[src/rtl/operation_pkg.sv]
// Shared types for the ALU control path: the operation encoding seen by the
// datapath and the sequencer state encoding.
package operation_pkg;

  typedef enum logic [3:0] {
    OP_ADD   = 4'd0,
    OP_SUB   = 4'd1,
    OP_AND   = 4'd2,
    OP_OR    = 4'd3,
    OP_XOR   = 4'd4,
    OP_NOT   = 4'd5,
    OP_SHL   = 4'd6,
    OP_SHR   = 4'd7,
    OP_INC   = 4'd8,
    OP_DEC   = 4'd9,
    OP_PASSA = 4'd10,
    OP_PASSB = 4'd11,
    OP_CMP   = 4'd12,
    OP_MUL   = 4'd13,
    OP_RSV14 = 4'd14,
    OP_RSV15 = 4'd15
  } Operation;

  typedef enum logic [2:0] {
    S_IDLE = 3'd0,
    S_IN   = 3'd1,
    S_ALU  = 3'd2,
    S_EXEC = 3'd3,
    S_OUT  = 3'd4,
    S_DONE = 3'd5
  } ctrl_state_e;

endpackage

[src/rtl/ctrl_sequencer_sat_counter.sv]
// Increment-only counter that sticks at its all-ones value instead of wrapping.
module sat_counter #(
  parameter int W = 8
) (
  input  logic         clk,
  input  logic         rst,
  input  logic         inc,
  output logic [W-1:0] count
);

  localparam logic [W-1:0] ONE = W'(1);

  always_ff @(posedge clk) begin
    if (rst) begin
      count <= '0;
    end else if (inc && (count != '1)) begin
      count <= count + ONE;
    end
  end

endmodule

[src/rtl/ctrl_sequencer.sv]
// Command-driven controller that steps the datain/aluin/aluout register enables,
// optionally stretches execute for multi-cycle ops, and hands the result off.
module ctrl_sequencer
  import operation_pkg::*;
#(
  parameter int               SEL_W     = 2,
  parameter int               OP_W      = 2,
  parameter logic [SEL_W-1:0] EXT_SEL   = '1,
  parameter logic [15:0]      MC_OPS    = 16'h0000,
  parameter int               MC_CYCLES = 4
) (
  input  logic                      clk,
  input  logic                      rst,
  input  logic [2*SEL_W+OP_W-1:0]   cmd_in,
  input  logic                      cmd_valid,
  output logic                      cmd_ready,
  input  logic                      p_error,
  output logic                      datain_reg_en,
  output logic                      aluin_reg_en,
  output logic                      aluout_reg_en,
  output logic [SEL_W-1:0]          in_select_a,
  output logic [SEL_W-1:0]          in_select_b,
  output Operation                  opcode,
  output logic                      res_valid,
  input  logic                      res_ready,
  output logic                      nvalid_data,
  output logic [7:0]                err_count
);

  localparam int CMD_W = 2*SEL_W + OP_W;
  localparam int CNT_W = $clog2(MC_CYCLES) + 1;
  localparam logic [CNT_W-1:0] EXEC_LOAD = CNT_W'(MC_CYCLES - 2);
  localparam logic [CNT_W-1:0] CNT_ONE   = CNT_W'(1);

  generate
    if (OP_W < 1 || OP_W > 4) begin : g_bad_op_w
      $error("ctrl_sequencer: OP_W must be in 1..4");
    end
    if (MC_CYCLES < 2) begin : g_bad_mc_cycles
      $error("ctrl_sequencer: MC_CYCLES must be at least 2");
    end
  endgenerate

  ctrl_state_e      state;
  logic [CMD_W-1:0] cmd_q;
  logic [CNT_W-1:0] exec_cnt;

  logic [SEL_W-1:0] q_sel_a;
  logic [SEL_W-1:0] q_sel_b;
  logic [OP_W-1:0]  q_op;
  logic [3:0]       op_ext;
  logic             is_mc;
  logic             uses_ext;
  logic             err_inc;

  assign q_sel_a  = cmd_q[CMD_W-1 -: SEL_W];
  assign q_sel_b  = cmd_q[OP_W+SEL_W-1 -: SEL_W];
  assign q_op     = cmd_q[OP_W-1:0];
  assign op_ext   = 4'(q_op);
  assign is_mc    = MC_OPS[op_ext];
  assign uses_ext = (q_sel_a == EXT_SEL) || (q_sel_b == EXT_SEL);

  // Selects and opcode come straight from the command register, so they
  // change only on accept and are cleared by reset along with it.
  assign in_select_a = q_sel_a;
  assign in_select_b = q_sel_b;
  assign opcode      = Operation'(op_ext);
  assign cmd_ready   = (state == S_IDLE);

  // Each enable is raised on the edge that enters its state, so the datapath
  // sees it on the following edge.
  always_ff @(posedge clk) begin
    if (rst) begin
      state         <= S_IDLE;
      cmd_q         <= '0;
      exec_cnt      <= '0;
      datain_reg_en <= 1'b0;
      aluin_reg_en  <= 1'b0;
      aluout_reg_en <= 1'b0;
      res_valid     <= 1'b0;
      nvalid_data   <= 1'b0;
    end else begin
      datain_reg_en <= 1'b0;
      aluin_reg_en  <= 1'b0;
      aluout_reg_en <= 1'b0;
      case (state)
        S_IDLE: begin
          if (cmd_valid) begin
            cmd_q         <= cmd_in;
            nvalid_data   <= 1'b0;
            datain_reg_en <= 1'b1;
            state         <= S_IN;
          end
        end
        S_IN: begin
          nvalid_data  <= p_error && uses_ext;
          aluin_reg_en <= 1'b1;
          state        <= S_ALU;
        end
        S_ALU: begin
          if (is_mc) begin
            exec_cnt <= EXEC_LOAD;
            state    <= S_EXEC;
          end else begin
            aluout_reg_en <= 1'b1;
            state         <= S_OUT;
          end
        end
        S_EXEC: begin
          if (exec_cnt == '0) begin
            aluout_reg_en <= 1'b1;
            state         <= S_OUT;
          end else begin
            exec_cnt <= exec_cnt - CNT_ONE;
          end
        end
        S_OUT: begin
          res_valid <= 1'b1;
          state     <= S_DONE;
        end
        S_DONE: begin
          if (res_ready) begin
            res_valid <= 1'b0;
            state     <= S_IDLE;
          end
        end
        default: begin
          state <= S_IDLE;
        end
      endcase
    end
  end

  assign err_inc = (state == S_DONE) && res_ready && nvalid_data;

  sat_counter #(
    .W(8)
  ) u_err_counter (
    .clk  (clk),
    .rst  (rst),
    .inc  (err_inc),
    .count(err_count)
  );

endmodule
[config.mk]
export PLATFORM = sky130hd
export DESIGN_NAME = ctrl_sequencer
export DESIGN_NICKNAME = d
export VERILOG_FILES = /design/src/rtl/operation_pkg.sv /design/src/rtl/ctrl_sequencer_sat_counter.sv /design/src/rtl/ctrl_sequencer.sv
export SDC_FILE = /design/constraint.sdc
export NUM_CORES = 1
export LEC_CHECK = 0
export BUFFER_PORTS_ARGS = -buffer_cell sky130_fd_sc_hd__buf_2
export CAP_MARGIN = 40
export CELL_PAD_IN_SITES_DETAIL_PLACEMENT = 2
export CELL_PAD_IN_SITES_GLOBAL_PLACEMENT = 2
export CORE_ASPECT_RATIO = 1.2
export CORE_MARGIN = 2
export CORE_UTILIZATION = 30
export DETAILED_ROUTE_END_ITERATION = 8
export PLACE_DENSITY_LB_ADDON = 0.1
export SLEW_MARGIN = 25
export SYNTH_ARGS = -nofsm -noshare
export SYNTH_HDL_FRONTEND = slang
export SYNTH_SLANG_ARGS = --single-unit
[constraint.sdc]
create_clock -name clk -period 2.9 [get_ports clk]
set_input_delay 0.725 -clock clk [delete_from_list [all_inputs] [get_ports clk]]
set_output_delay 0.725 -clock clk [all_outputs]
set_load 0.1 [all_outputs]
==> results_tabular.tex, run 1 <==
\begin{tabular}{lr}
\hline
Metric & Value \\
\hline
\multicolumn{2}{l}{\textbf{Worst setup path}} \\
CP max FO & 11 \\
Worst path arrival time & 1.39 ns \\
Critical Path End Type & output pin \\
Crit path kind & register to output pin \\
Cell Chain, Critical Path & nor3\_2 -> buf\_2 \\
Slowest CP cell & sky130\_fd\_sc\_hd\_\_buf\_2 \\
CP required & 2.17 ns \\
Critical Path Max Stage Delay & 0.46 ns \\
Category of the worst setup path launch point & register \\
\multicolumn{2}{l}{\textbf{Synthesis}} \\
Main area contributors after synthesis & sky130\_fd\_sc\_hd\_\_dfxtp\_1 (47\%), sky130\_fd\_sc\_hd\_\_mux2i\_1 (7.5\%), sky130\_fd\_sc\_hd\_\_nor2\_1 (6.3\%), sky130\_fd\_sc\_hd\_\_a21oi\_1 (4.7\%), sky130\_fd\_sc\_hd\_\_ha\_1 (3.5\%) \\
Number of distinct library cells after synthesis & 32 \\
Synthesized area per cell & 9.066 um\^{}2 \\
Sequential cell area fraction in the yosys report & a little under half \\
Most area-hungry cell type in the Yosys netlist & sky130\_fd\_sc\_hd\_\_dfxtp\_1 \\
Register bit total from synthesis & 25 \\
Combined area of all synthesized cells & around 1100 um\^{}2 \\
Number of instances in the synthesized netlist & 118 \\
Top-area cell type share of the netlist area & 46.78\% \\
Syn. warnings & 0 \\
\multicolumn{2}{l}{\textbf{Place}} \\
Cell area after placement & 1234 um\^{}2 \\
Post-Place Setup Slack & 0.7415 ns \\
Number of placed instances with taps included & approximately 180 \\
Post-DP HPWL & roughly 2100 um \\
Placer Congestion & around 0.73 \\
IO buf count & 30 \\
\multicolumn{2}{l}{\textbf{Global routing}} \\
GR met3 Demand/Resource & 2.799\% \\
Global-route wire length before repair & 4830 um \\
Number of antenna violations at the first check in global routing & 0 \\
Pin count of the biggest net entering global routing & 26 \\
Number of global-route vias before repair & 980 \\
M2 GR Usage & roughly 27\% \\
Most Crowded Layer GR & met2 \\
Global-route total usage across every layer & 15.07\% \\
Met1 usage in global routing & around 18\% \\
Grt total ovfl & 0 \\
\multicolumn{2}{l}{\textbf{STA}} \\
Finish-stage setup viols & 0 \\
Number of pins exceeding their max-slew limit in the final report & 0 \\
Setup TNS & 0 ns \\
Shortest period the worst path allows & approximately 2.1 ns \\
Final Hold Viols & 0 \\
Unrepaired setup endpoints after global routing & no \\
Crit share post-route & 72.85\% \\
Actual transition at the worst max-transition pin & 0.6001 ns \\
Skew final & between 0.002 and 0.003 ns \\
Upper clock frequency limit & 473.4 MHz \\
Final Worst Setup Slack & 0.7875 ns \\
Remaining max-slew budget at the tightest pin & around 60\% \\
\multicolumn{2}{l}{\textbf{Power and ir drop}} \\
Clock Power Share & 26.6\% \\
Switching power share of the total & between 30\% and 40\% \\
Part of the power in registers & a little under half \\
Share of total power in combinational logic & 25.8\% \\
Internal Power & 0.4964 mW \\
Net switching component of the power & 0.2967 mW \\
Power density relative to cell area & 618.4 nW/um\^{}2 \\
Static leakage & 0.5731 nW \\
Max rail drop VDD & 266.2 uV \\
\multicolumn{2}{l}{\textbf{Finish}} \\
Diode insertion count for antenna repair & 0 \\
Filler Cell Count & 390 \\
Fraction of final layout cells with drive strength greater than 1 & 26.71\% \\
Final Instance Area & 1282 um\^{}2 \\
Area Overhead vs Synth & 19.88\% \\
Post-Route Utilization & 38.09\% \\
Commonest non-fill, non-tap cell in the layout & sky130\_fd\_sc\_hd\_\_buf\_2 \\
Commonest non-fill, non-tap cells in the layout & sky130\_fd\_sc\_hd\_\_buf\_2 (30), sky130\_fd\_sc\_hd\_\_dfxtp\_1 (25), sky130\_fd\_sc\_hd\_\_nor2\_1 (18) \\
Filler-free cell count of the finished design & 183 \\
NumNets Final & 161 \\
\multicolumn{2}{l}{\textbf{Clocking}} \\
Clock sinks & 25 \\
Level count of the clock H-tree & 1 \\
Number of resized instances in the post-cts repair step & 0 \\
Post-CTS Hold Buffers & 0 \\
Clock slew at reported path FFs & 0.09 ns \\
Insertion delay of the later-clocked pin in the worst-skew pair & 0.26 ns \\
Number of clock buffers inserted by TritonCTS & 3 \\
Clock tree from TritonCTS & yes \\
Number of buffers on the longest clock path & 2 \\
Root Driver & sky130\_fd\_sc\_hd\_\_clkbuf\_8 \\
Number of buffers inserted by post-CTS setup repair & 0 \\
\multicolumn{2}{l}{\textbf{Worst hold path}} \\
Hold/Removal Path Class & register to register \\
\multicolumn{2}{l}{\textbf{Floorplanning}} \\
Die footprint & roughly 4100 um\^{}2 \\
Core Area & 3367 um\^{}2 \\
I/O pins & 33 \\
Core Rows & 23 \\
Starting density of the core & 31.77\% \\
Chip height & 69.42 um \\
Floorplan die width & about 60 um \\
\multicolumn{2}{l}{\textbf{Routing}} \\
Residual DRC & 0 \\
Residual antenna-violating net count after detailed routing & 0 \\
First drt pass iteration count & 4 \\
Vias per cell & 5.131 \\
Post-detailed-routing wire length & 2728 um \\
Via count of the routed design & about 940 \\
Detail-routed net length per standard cell & 14.91 um \\
Detailed Route Iter0 Violations & 22 \\
\multicolumn{2}{l}{\textbf{Flow run}} \\
Max-cap violation count & 0 \\
\multicolumn{2}{l}{\textbf{Run status}} \\
Run status & finished clean \\
\hline
\end{tabular}
## cell usage after synthesis
library cell and n:
sky130_fd_sc_hd__o21ai_0 3, sky130_fd_sc_hd__buf_6 1, sky130_fd_sc_hd__or3_2 1, sky130_fd_sc_hd__a211oi_1 1, sky130_fd_sc_hd__or3_1 2, sky130_fd_sc_hd__and3_1 1, sky130_fd_sc_hd__nor3_1 2, sky130_fd_sc_hd__nand3_1 7
sky130_fd_sc_hd__a22oi_1 1, sky130_fd_sc_hd__clkbuf_1 4, sky130_fd_sc_hd__ha_1 3, sky130_fd_sc_hd__and3b_1 1, sky130_fd_sc_hd__nand2b_1 2, sky130_fd_sc_hd__xnor2_1 1, sky130_fd_sc_hd__conb_1 1, sky130_fd_sc_hd__nor4_1 1
sky130_fd_sc_hd__o2111ai_2 1, sky130_fd_sc_hd__nor2_1 18, sky130_fd_sc_hd__nand4_1 2, sky130_fd_sc_hd__nand2_1 4, sky130_fd_sc_hd__inv_1 5, sky130_fd_sc_hd__xor2_1 1, sky130_fd_sc_hd__or4_1 3, sky130_fd_sc_hd__o31ai_1 3
sky130_fd_sc_hd__mux2i_1 8, sky130_fd_sc_hd__or2b_1 1, sky130_fd_sc_hd__buf_4 2, sky130_fd_sc_hd__a22o_1 1, sky130_fd_sc_hd__o32a_2 1, sky130_fd_sc_hd__a21oi_1 10, sky130_fd_sc_hd__dfxtp_1 25, sky130_fd_sc_hd__and2b_2 1
## logic make-up after synthesis
group	synth area share, %
multiplexers	7.486
AND/OR/NAND/NOR	21.75
flip-flops	46.78
adder cells (fa/ha/maj)	3.509
XOR/XNOR	1.638
AO/OA/AOI/OAI	12.87
buffers and inverters	5.613
other	0.3505
## final timing paths
kind	start	endpoint	slack (ns)	depth (start not counted)
worst max-delay path	state[0]	cmd_ready	0.79	2
worst min-delay path	exec_cnt[1]	exec_cnt[1]	0.51	2
worst max register to register	state[2]	u_err_counter.count[5]	1.03	4
worst min register to register	exec_cnt[1]	exec_cnt[1]	0.51	2
## sequential cells by signal, indices dropped and copies added (netlist names)
name	cells
aluout_reg_en	1
res_valid	1
datain_reg_en	1
exec_cnt	3
state	3
nvalid_data	1
u_err_counter.count	8
cmd_q	6
aluin_reg_en	1
## per-stage QoR
stage | power [mW] | hold WS (ns)
finish | 0.7931 | 0.5129
floorplan | 0.5581 | 0.4781
CTS | 0.8096 | 0.5146
detailed placement | 0.5920 | 0.4978
global route | 0.8410 | 0.5581
global placement | 0.5868 | 0.4736
## power groups by stage
| stage | clock network, mW | logic [mW] | registers [mW] |
|---|---|---|---|
| after CTS | 0.224 | 0.207 | 0.378 |
| after global routing | 0.245 | 0.215 | 0.382 |
| after floorplan | 0 | 0.0923 | 0.466 |
| after detailed placement | 0 | 0.205 | 0.386 |
| final | 0.211 | 0.205 | 0.378 |
| after global placement | 0 | 0.201 | 0.385 |
## critical path, delay by kind of cell, from the launching register on
family	cells	cell delay, ns
flops	1	0.43
simple gates	1	0.23
buf+inv	1	0.46
## layout make-up
| type | count | area, um^2 | share of cell area [%] |
|---|---|---|---|
| Multi-Input combinational cell | 82 | 518.0 | 40.39 |
| Tap cell | 37 | 46.29 | 3.610 |
| Clock buffer | 3 | 41.29 | 3.220 |
| Sequential cell | 25 | 500.5 | 39.02 |
| Timing Repair Buffer | 30 | 150.1 | 11.71 |
| Inverter | 5 | 18.77 | 1.463 |
| Clock inverter | 1 | 7.507 | 0.5854 |
## metal layers
metal  routed length, um  vias up  part of all wire [%]
met3                 148        2                   5.4
met1                1038      450                    38
met4                  20        0                  0.73
met2                1521       22                    56
met5                   0        -                     0
li1                    -      465                     -
Note: power is estimated with default switching activity, not from simulation.
==> run 2, diff against run 1 <==
--- a/config.mk
+++ b/config.mk
@@ -11,7 +11,7 @@
 export CELL_PAD_IN_SITES_GLOBAL_PLACEMENT = 2
 export CORE_ASPECT_RATIO = 1.2
 export CORE_MARGIN = 2
-export CORE_UTILIZATION = 30
+export CORE_UTILIZATION = 28
 export DETAILED_ROUTE_END_ITERATION = 8
 export PLACE_DENSITY_LB_ADDON = 0.1
 export SLEW_MARGIN = 25
==> constraint.sdc (replaced) <==
create_clock -name clk -period 1.95 [get_ports clk]
set_input_delay 0.4875 -clock clk [delete_from_list [all_inputs] [get_ports clk]]
set_output_delay 0.4875 -clock clk [all_outputs]
set_load 0.1 [all_outputs]
==> results_tabular.tex, run 2 (synthesis results as in run 1) <==
\begin{tabular}{lr}
\hline
Metric & Value \\
\hline
\multicolumn{2}{l}{\textbf{STA}} \\
Finish-stage setup viols & 0 (unchanged) \\
Crit share post-route & roughly 93\% \\
Unrepaired setup endpoints after global routing & no \\
Upper clock frequency limit & 551.9 MHz \\
Setup TNS & 0 ns (unchanged) \\
Number of pins exceeding their max-slew limit in the final report & 0 (unchanged) \\
Final Hold Viols & 0 (unchanged) \\
Shortest period the worst path allows & about 1.8 ns \\
Skew final & 0.001123 ns (-0.001491 ns) \\
Worst Hold Slack & 0.4599 ns (-0.05299 ns) \\
\multicolumn{2}{l}{\textbf{Finish}} \\
Diode insertion count for antenna repair & 0 (unchanged) \\
NumNets Final & 165 (+2.5\%) \\
Fraction of final layout cells with drive strength greater than 1 & 34.00\% (+7.3 points) \\
Number of flip-flops under the largest register name & 8 (unchanged) \\
Area Overhead vs Synth & 26.55\% \\
Largest Register & u\_err\_counter.count \\
Largest registers & u\_err\_counter.count x8, cmd\_q x6 \\
Commonest non-fill, non-tap cells in the layout & sky130\_fd\_sc\_hd\_\_buf\_2 (29), sky130\_fd\_sc\_hd\_\_nor2\_1 (18), sky130\_fd\_sc\_hd\_\_dfxtp\_1 (17) \\
Filler Cell Count & 439 (+13\%) \\
Filler-free cell count of the finished design & 202 (+10\%) \\
Commonest non-fill, non-tap cell in the layout & sky130\_fd\_sc\_hd\_\_buf\_2 \\
\multicolumn{2}{l}{\textbf{Clocking}} \\
Number of clock buffers inserted by TritonCTS & 3 (unchanged) \\
Number of buffers on the longest clock path & 2 (unchanged) \\
Post-CTS Hold Buffers & 0 (unchanged) \\
Clock sinks & 25 (unchanged) \\
Level count of the clock H-tree & 1 (unchanged) \\
Clock tree from TritonCTS & yes \\
Root Driver & sky130\_fd\_sc\_hd\_\_clkbuf\_8 \\
Number of resized instances in the post-cts repair step & 1 (+1) \\
Number of buffers inserted by post-CTS setup repair & 0 (unchanged) \\
Clock slew at reported path FFs & 0.09 ns (about the same) \\
Insertion delay of the later-clocked pin in the worst-skew pair & 0.26 ns (about the same) \\
\multicolumn{2}{l}{\textbf{Global routing}} \\
Pin count of the biggest net entering global routing & 26 (unchanged) \\
Global-route wire length before repair & 4705 um (-2.6\%) \\
Global-route total usage across every layer & 14.25\% (-0.82 points) \\
Grt total ovfl & 0 (unchanged) \\
Number of antenna violations at the first check in global routing & 0 (unchanged) \\
Number of global-route vias before repair & 1021 (+4.2\%) \\
\multicolumn{2}{l}{\textbf{Place}} \\
Placer Congestion & 0.6951 (-5.1\%) \\
Number of placed instances with taps included & 198 (+11\%) \\
IO buf count & 30 (unchanged) \\
Post-DP HPWL & 2153 um (+3.5\%) \\
\multicolumn{2}{l}{\textbf{Power and ir drop}} \\
Max rail drop VDD & 419.6 uV (+58\%) \\
Static leakage & 0.6059 nW (+5.7\%) \\
Power density relative to cell area & 881.3 nW/um\^{}2 (+43\%) \\
\multicolumn{2}{l}{\textbf{Routing}} \\
First drt pass iteration count & 4 (unchanged) \\
Residual antenna-violating net count after detailed routing & 0 (unchanged) \\
Residual DRC & 0 (unchanged) \\
Post-detailed-routing wire length & 2740 um (+0.44\%) \\
Via count of the routed design & 964 (+2.7\%) \\
Vias per cell & 4.772 (-7.0\%) \\
Detailed Route Iter0 Violations & 20 (-9.1\%) \\
Detail-routed net length per standard cell & 13.56 um (-9.0\%) \\
\multicolumn{2}{l}{\textbf{Floorplanning}} \\
I/O pins & 33 (unchanged) \\
Starting density of the core & 29.20\% (-2.6 points) \\
Chip height & 71.71 um (+3.3\%) \\
Floorplan die width & 60.43 um (+3.3\%) \\
Die footprint & 4333 um\^{}2 (+6.7\%) \\
Core Rows & 24 (+4.3\%) \\
Core Area & 3664 um\^{}2 (+8.8\%) \\
\multicolumn{2}{l}{\textbf{Worst setup path}} \\
Critical Path Max Stage Delay & 0.33 ns (-0.13 ns) \\
CP required & 1.46 ns (-0.71 ns) \\
Category of the worst setup path launch point & register \\
CP max FO & 6 (-5) \\
Slowest CP cell & sky130\_fd\_sc\_hd\_\_dfxtp\_1 \\
Critical Path End Type & output pin \\
Cell Chain, Critical Path & buf\_4 -> nor3\_4 -> buf\_4 \\
Most numerous cell on the critical path & sky130\_fd\_sc\_hd\_\_buf\_4 \\
Worst reg-to-reg path cell count & 6 (+2) \\
Crit path kind & register to output pin \\
Worst path arrival time & 1.32 ns (-0.07 ns) \\
\multicolumn{2}{l}{\textbf{Worst hold path}} \\
Hold Path Cell Cnt & 3 (+1) \\
Hold/Removal Path Class & input port to register \\
\multicolumn{2}{l}{\textbf{Flow run}} \\
Max-cap violation count & 0 (unchanged) \\
\multicolumn{2}{l}{\textbf{Run status}} \\
Run status & finished clean \\
\hline
\end{tabular}
## run 2: changes by cell type in the layout (fill, tap and decap cells not counted)
cell,change
sky130_fd_sc_hd__clkinvlp_4,-1
sky130_fd_sc_hd__nand2_1,-1
sky130_fd_sc_hd__buf_2,-1
sky130_fd_sc_hd__nor3_4,+1
sky130_fd_sc_hd__nand2_4,+1
sky130_fd_sc_hd__dfxtp_2,+8
sky130_fd_sc_hd__dfxtp_1,-8
sky130_fd_sc_hd__clkbuf_1,+1
sky130_fd_sc_hd__buf_4,+5
sky130_fd_sc_hd__nor3_2,-1
## run 2: layout make-up
class / instances / area, um^2 / share of cell area [%]
clock buffers: 4 / 45.04 / 3.327
inverters: 5 / 18.77 / 1.386
multi-input cells: 82 / 531.8 / 39.28
flip-flops and latches: 25 / 510.5 / 37.71
well taps: 52 / 65.06 / 4.806
repair buffers: 34 / 182.7 / 13.49
## run 2: layer usage
metal | wire length [um] | up-vias | part of all wire, % | track usage (%)
met4 | 19 | 0 | 0.69 | 4.348
met2 | 1496 | 20 | 55 | 25.85
met3 | 108 | 2 | 3.9 | 2.708
li1 | - | 475 | - | -
met1 | 1116 | 467 | 41 | 16.48
met5 | 0 | - | 0 | 0
## run 2: power by group
group	switching [mW]	leakage (nW)	internal, mW	total (mW)
registers	0.0160	0.207	0.535	0.551
logic	0.263	0.376	0.0736	0.336
clock network	0.160	0.0228	0.146	0.306
total	0.439	0.606	0.755	1.19
## run 2: worst paths after layout
path                          start                      to  slack [ns]
max                        state[1]               cmd_ready        0.14
min                       cmd_in[4]                cmd_q[4]        0.46
min reg2reg  u_err_counter.count[6]  u_err_counter.count[6]        0.49
max reg2reg  u_err_counter.count[0]  u_err_counter.count[2]        0.18
## run 2: critical path: cells and delay by family (launching register included)
kind,cells,cell delay [ns]
buffers and inverters,2,0.49
DFF,1,0.33
and+or+nand+nor,1,0.24
## run 2: per-stage QoR
step	utilization, %	power, mW	instance area, um^2	setup slack, ns
after floorplan	-	0.8388	1102	0.04841
after global placement	35.66	0.8947	1306	0.1429
after detailed placement	35.66	0.9003	1306	0.05460
after CTS	36.95	1.212	1354	0.1272
after global routing	36.95	1.260	1354	0.06562
final	36.95	1.193	1354	0.1382
==> run 3, diff against run 2 <==
--- a/config.mk
+++ b/config.mk
@@ -5,13 +5,14 @@
 export SDC_FILE = /design/constraint.sdc
 export NUM_CORES = 1
 export LEC_CHECK = 0
+export ABC_AREA = 1
 export BUFFER_PORTS_ARGS = -buffer_cell sky130_fd_sc_hd__buf_2
 export CAP_MARGIN = 40
-export CELL_PAD_IN_SITES_DETAIL_PLACEMENT = 2
-export CELL_PAD_IN_SITES_GLOBAL_PLACEMENT = 2
+export CELL_PAD_IN_SITES_DETAIL_PLACEMENT = 0
+export CELL_PAD_IN_SITES_GLOBAL_PLACEMENT = 1
 export CORE_ASPECT_RATIO = 1.2
 export CORE_MARGIN = 2
-export CORE_UTILIZATION = 28
+export CORE_UTILIZATION = 30
 export DETAILED_ROUTE_END_ITERATION = 8
 export PLACE_DENSITY_LB_ADDON = 0.1
 export SLEW_MARGIN = 25
==> results_tabular.tex, run 3 <==
\begin{tabular}{lr}
\hline
Metric & Value \\
\hline
\multicolumn{2}{l}{\textbf{Run status}} \\
Run status & finished clean \\
\multicolumn{2}{l}{\textbf{Power and ir drop}} \\
Net switching component of the power & 0.6066 mW (+38\%) \\
Internal Power & 0.7768 mW (+2.9\%) \\
Static leakage & 0.6575 nW (+8.5\%) \\
Power density relative to cell area & 937.0 nW/um\^{}2 (+6.3\%) \\
Part of the power in registers & 42.1\% (-4.1 points) \\
Share of total power in combinational logic & 35.3\% (+7.1 points) \\
Clock Power Share & 22.5\% (-3.1 points) \\
Switching power share of the total & 43.85\% (+7.1 points) \\
Max rail drop VDD & 470.3 uV (+12\%) \\
\multicolumn{2}{l}{\textbf{Worst setup path}} \\
Cell Chain, Critical Path & inv\_2 -> nand2\_2 -> nor2\_4 -> buf\_2 \\
Kind of cell with the highest combined delay on the critical path & buffers and inverters \\
Worst path arrival time & 1.38 ns (+0.06 ns) \\
Category of the worst setup path launch point & register \\
Worst reg-to-reg path cell count & 7 (+1) \\
Critical Path End Type & output pin \\
Worst setup path startpoint & state[1] \\
CP required & 1.46 ns (about the same) \\
Slowest CP cell & sky130\_fd\_sc\_hd\_\_buf\_2 \\
Endpoint of the worst-slack reg-to-reg timing path & u\_err\_counter.count[5] \\
WP buf/inv & 2 (unchanged) \\
Flop2flop setup slack & 0.60 ns (+0.42 ns) \\
CP max FO & 5 (-1) \\
Origin of the critical flop-to-flop path & u\_err\_counter.count[0] \\
Critical Path Max Stage Delay & 0.45 ns (+0.12 ns) \\
Crit path kind & register to output pin \\
\multicolumn{2}{l}{\textbf{Place}} \\
Post-DP HPWL & 2239 um (+4.0\%) \\
Cell area after placement & 1431 um\^{}2 (+9.6\%) \\
IO buf count & 30 (unchanged) \\
Placer Congestion & 0.7708 (+11\%) \\
\multicolumn{2}{l}{\textbf{Finish}} \\
Area Overhead vs Synth & 19.31\% \\
Diode insertion count for antenna repair & 0 (unchanged) \\
Largest Register & u\_err\_counter.count \\
Fraction of final layout cells with drive strength greater than 1 & 23.65\% (-10 points) \\
Commonest non-fill, non-tap cell in the layout & sky130\_fd\_sc\_hd\_\_nand2\_1 \\
Final Instance Area & 1476 um\^{}2 (+9.1\%) \\
Largest registers & u\_err\_counter.count x8, cmd\_q x6 \\
Number of flip-flops under the largest register name & 8 (unchanged) \\
NumNets Final & 218 (+32\%) \\
Commonest non-fill, non-tap cells in the layout & sky130\_fd\_sc\_hd\_\_nand2\_1 (42), sky130\_fd\_sc\_hd\_\_buf\_2 (30), sky130\_fd\_sc\_hd\_\_dfxtp\_1 (23) \\
\multicolumn{2}{l}{\textbf{Global routing}} \\
Grt total ovfl & 0 (unchanged) \\
Global-route total usage across every layer & 13.40\% (-0.85 points) \\
Number of antenna violations at the first check in global routing & 0 (unchanged) \\
Global-route wire length before repair & 4885 um (+3.8\%) \\
Number of global-route vias before repair & 1118 (+9.5\%) \\
Pin count of the biggest net entering global routing & 15 (-42\%) \\
\multicolumn{2}{l}{\textbf{STA}} \\
Shortest period the worst path allows & 1.871 ns (+0.05891 ns) \\
Upper clock frequency limit & 534.6 MHz (-3.1\%) \\
Number of pins exceeding their max-slew limit in the final report & 0 (unchanged) \\
Finish-stage setup viols & 0 (unchanged) \\
Skew final & 0.003644 ns (+0.002521 ns) \\
Crit share post-route & 95.93\% (+3.0 points) \\
Unrepaired setup endpoints after global routing & no \\
Final Hold Viols & 0 (unchanged) \\
Setup TNS & 0 ns (unchanged) \\
\multicolumn{2}{l}{\textbf{Routing}} \\
Detailed Route Iter0 Violations & 62 (+210\%) \\
Via count of the routed design & 1174 (+22\%) \\
Post-detailed-routing wire length & 2918 um (+6.5\%) \\
First drt pass iteration count & 5 (+1) \\
Detail-routed net length per standard cell & 11.35 um (-16\%) \\
Residual antenna-violating net count after detailed routing & 0 (unchanged) \\
Residual DRC & 0 (unchanged) \\
Vias per cell & 4.568 (-4.3\%) \\
\multicolumn{2}{l}{\textbf{Clocking}} \\
Insertion delay of the later-clocked pin in the worst-skew pair & 0.27 ns (about the same) \\
Level count of the clock H-tree & 1 (unchanged) \\
Post-CTS Hold Buffers & 0 (unchanged) \\
Clock tree from TritonCTS & yes \\
Number of resized instances in the post-cts repair step & 0 (-1) \\
Clock sinks & 25 (unchanged) \\
Root Driver & sky130\_fd\_sc\_hd\_\_clkbuf\_8 \\
Number of clock buffers inserted by TritonCTS & 3 (unchanged) \\
Clock slew at reported path FFs & 0.09 ns (about the same) \\
Number of buffers inserted by post-CTS setup repair & 0 (unchanged) \\
Number of buffers on the longest clock path & 2 (unchanged) \\
\multicolumn{2}{l}{\textbf{Worst hold path}} \\
Hold/Removal Path Class & input port to register \\
Worst hold endpoint & nvalid\_data \\
Worst Hold Launch & p\_error \\
Hold Path Cell Cnt & 3 (unchanged) \\
\multicolumn{2}{l}{\textbf{Floorplanning}} \\
Core Area & 3941 um\^{}2 (+7.6\%) \\
Floorplan die width & 62.63 um (+3.6\%) \\
Die footprint & 4657 um\^{}2 (+7.5\%) \\
Chip height & 74.36 um (+3.7\%) \\
Core Rows & 25 (+4.2\%) \\
I/O pins & 33 (unchanged) \\
Starting density of the core & 31.40\% (+2.2 points) \\
\multicolumn{2}{l}{\textbf{Synthesis}} \\
Most area-hungry cell type in the Yosys netlist & sky130\_fd\_sc\_hd\_\_dfxtp\_1 \\
XOR/XNOR share of the synthesized area & 1.416\% (-0.22 points) \\
Mux contribution to synthesized area & 0\% (-7.5 points) \\
Number of instances in the synthesized netlist & 173 (+47\%) \\
Synthesized area per cell & 7.153 um\^{}2 (-21\%) \\
Share of flip-flops with an asynchronous set or reset after synthesis & 0\% (unchanged) \\
Cell types with the highest counts after synthesis & sky130\_fd\_sc\_hd\_\_nand2\_1 (42), sky130\_fd\_sc\_hd\_\_dfxtp\_1 (25), sky130\_fd\_sc\_hd\_\_inv\_1 (20), sky130\_fd\_sc\_hd\_\_nor2\_1 (19), sky130\_fd\_sc\_hd\_\_a21oi\_1 (18) \\
Number of enable-type register cells in the synthesized netlist & 0 (unchanged) \\
Register bit total from synthesis & 25 (unchanged) \\
Top-area cell type share of the netlist area & 40.44\% (-6.3 points) \\
Main area contributors after synthesis & sky130\_fd\_sc\_hd\_\_dfxtp\_1 (40\%), sky130\_fd\_sc\_hd\_\_nand2\_1 (13\%), sky130\_fd\_sc\_hd\_\_a21oi\_1 (7.3\%), sky130\_fd\_sc\_hd\_\_inv\_1 (6.1\%), sky130\_fd\_sc\_hd\_\_nor2\_1 (5.8\%) \\
Sequential cell area fraction in the yosys report & 40.44\% (-6.3 points) \\
Number of distinct library cells after synthesis & 24 (-25\%) \\
Most used flip-flop cell after synthesis & sky130\_fd\_sc\_hd\_\_dfxtp\_1 \\
Synth Area in Adders & 3.033\% (-0.48 points) \\
Fraction of the mapped netlist area in simple logic gates & 34.28\% (+13 points) \\
Synthesized-area fraction occupied by ao, oa, aoi and oai cells & 11.43\% (-1.4 points) \\
Syn. warnings & 0 (unchanged) \\
Combined area of all synthesized cells & 1237 um\^{}2 (+16\%) \\
Most common cell in the netlist & sky130\_fd\_sc\_hd\_\_nand2\_1 \\
Combinational family with the most area after synthesis & simple AND/OR/NAND/NOR gates \\
\multicolumn{2}{l}{\textbf{Flow run}} \\
Max-cap violation count & 0 (unchanged) \\
\hline
\end{tabular}
run 3: changes by cell type after synthesis, moves of 3 or more:
cell,before,now
sky130_fd_sc_hd__nor2_4,0,4
sky130_fd_sc_hd__mux2i_1,8,0
sky130_fd_sc_hd__nand2_1,4,42
sky130_fd_sc_hd__a21oi_1,10,18
sky130_fd_sc_hd__nand3_1,7,10
sky130_fd_sc_hd__or4_1,3,0
sky130_fd_sc_hd__o21ai_1,0,5
sky130_fd_sc_hd__inv_1,5,20
sky130_fd_sc_hd__o31ai_1,3,0
run 3: worst max path at each step:
stage               depth (start not counted)                      to  slack, ns
global placement                            4               cmd_ready       0.41
global route                                4               cmd_ready       0.01
detailed placement                          4               cmd_ready       0.39
finish                                      4               cmd_ready       0.08
floorplan                                   6  u_err_counter.count[5]        0.1
CTS                                         4               cmd_ready       0.08
run 3: per-stage QoR:
stage	hold WS (ns)	setup slack, ns	instances	util [%]	total power, mW
CTS	0.4314	0.08147	257	37.46	1.399
detailed placement	0.4502	0.3938	253	36.32	1.083
global route	0.4571	0.01091	257	37.46	1.454
floorplan	0.4226	0.09639	174	-	1.012
finish	0.4394	0.07931	257	37.46	1.383
global placement	0.4389	0.4096	253	36.32	1.077
run 3: routing by layer:
metal | GRT usage, % | share of wire [%]
met5 | 0 | 0
met1 | 13.21 | 39
met3 | 2.723 | 4.5
met4 | 5.679 | 1.7
met2 | 27.36 | 54
run 3: worst min-delay path: stages:
cell and delay [ns]:
sky130_fd_sc_hd__buf_2 0.08, sky130_fd_sc_hd__nand3_1 0.06, sky130_fd_sc_hd__nand2_1 0.06
run 3: kinds of logic (layout without fill, tap and decap cells):
| kind of cell | after synthesis | count (layout) |
|---|---|---|
| AO/OA/AOI/OAI | 28 | 28 |
| XOR/XNOR | 2 | 2 |
| adder cells (fa/ha/maj) | 3 | 3 |
| buffers and inverters | 27 | 56 |
| flip-flops | 25 | 25 |
| other | 1 | 2 |
| AND/OR/NAND/NOR | 87 | 87 |
run 3: layout make-up:
cell class | count | area, um^2
fillers | 454 | 2465
flip-flops and latches | 25 | 503.0
repair buffers | 30 | 150.1
multi-input cells | 122 | 628.1
well taps | 54 | 67.56
clock buffers | 4 | 45.04
inverters | 22 | 82.58
run 3: power by group through the flow:
stage,combinational (mW),clock [mW],sequential [mW]
after floorplan,0.208,0,0.804
after global routing,0.518,0.347,0.589
after CTS,0.490,0.326,0.583
final,0.489,0.312,0.583
after global placement,0.486,0,0.592
after detailed placement,0.489,0,0.594
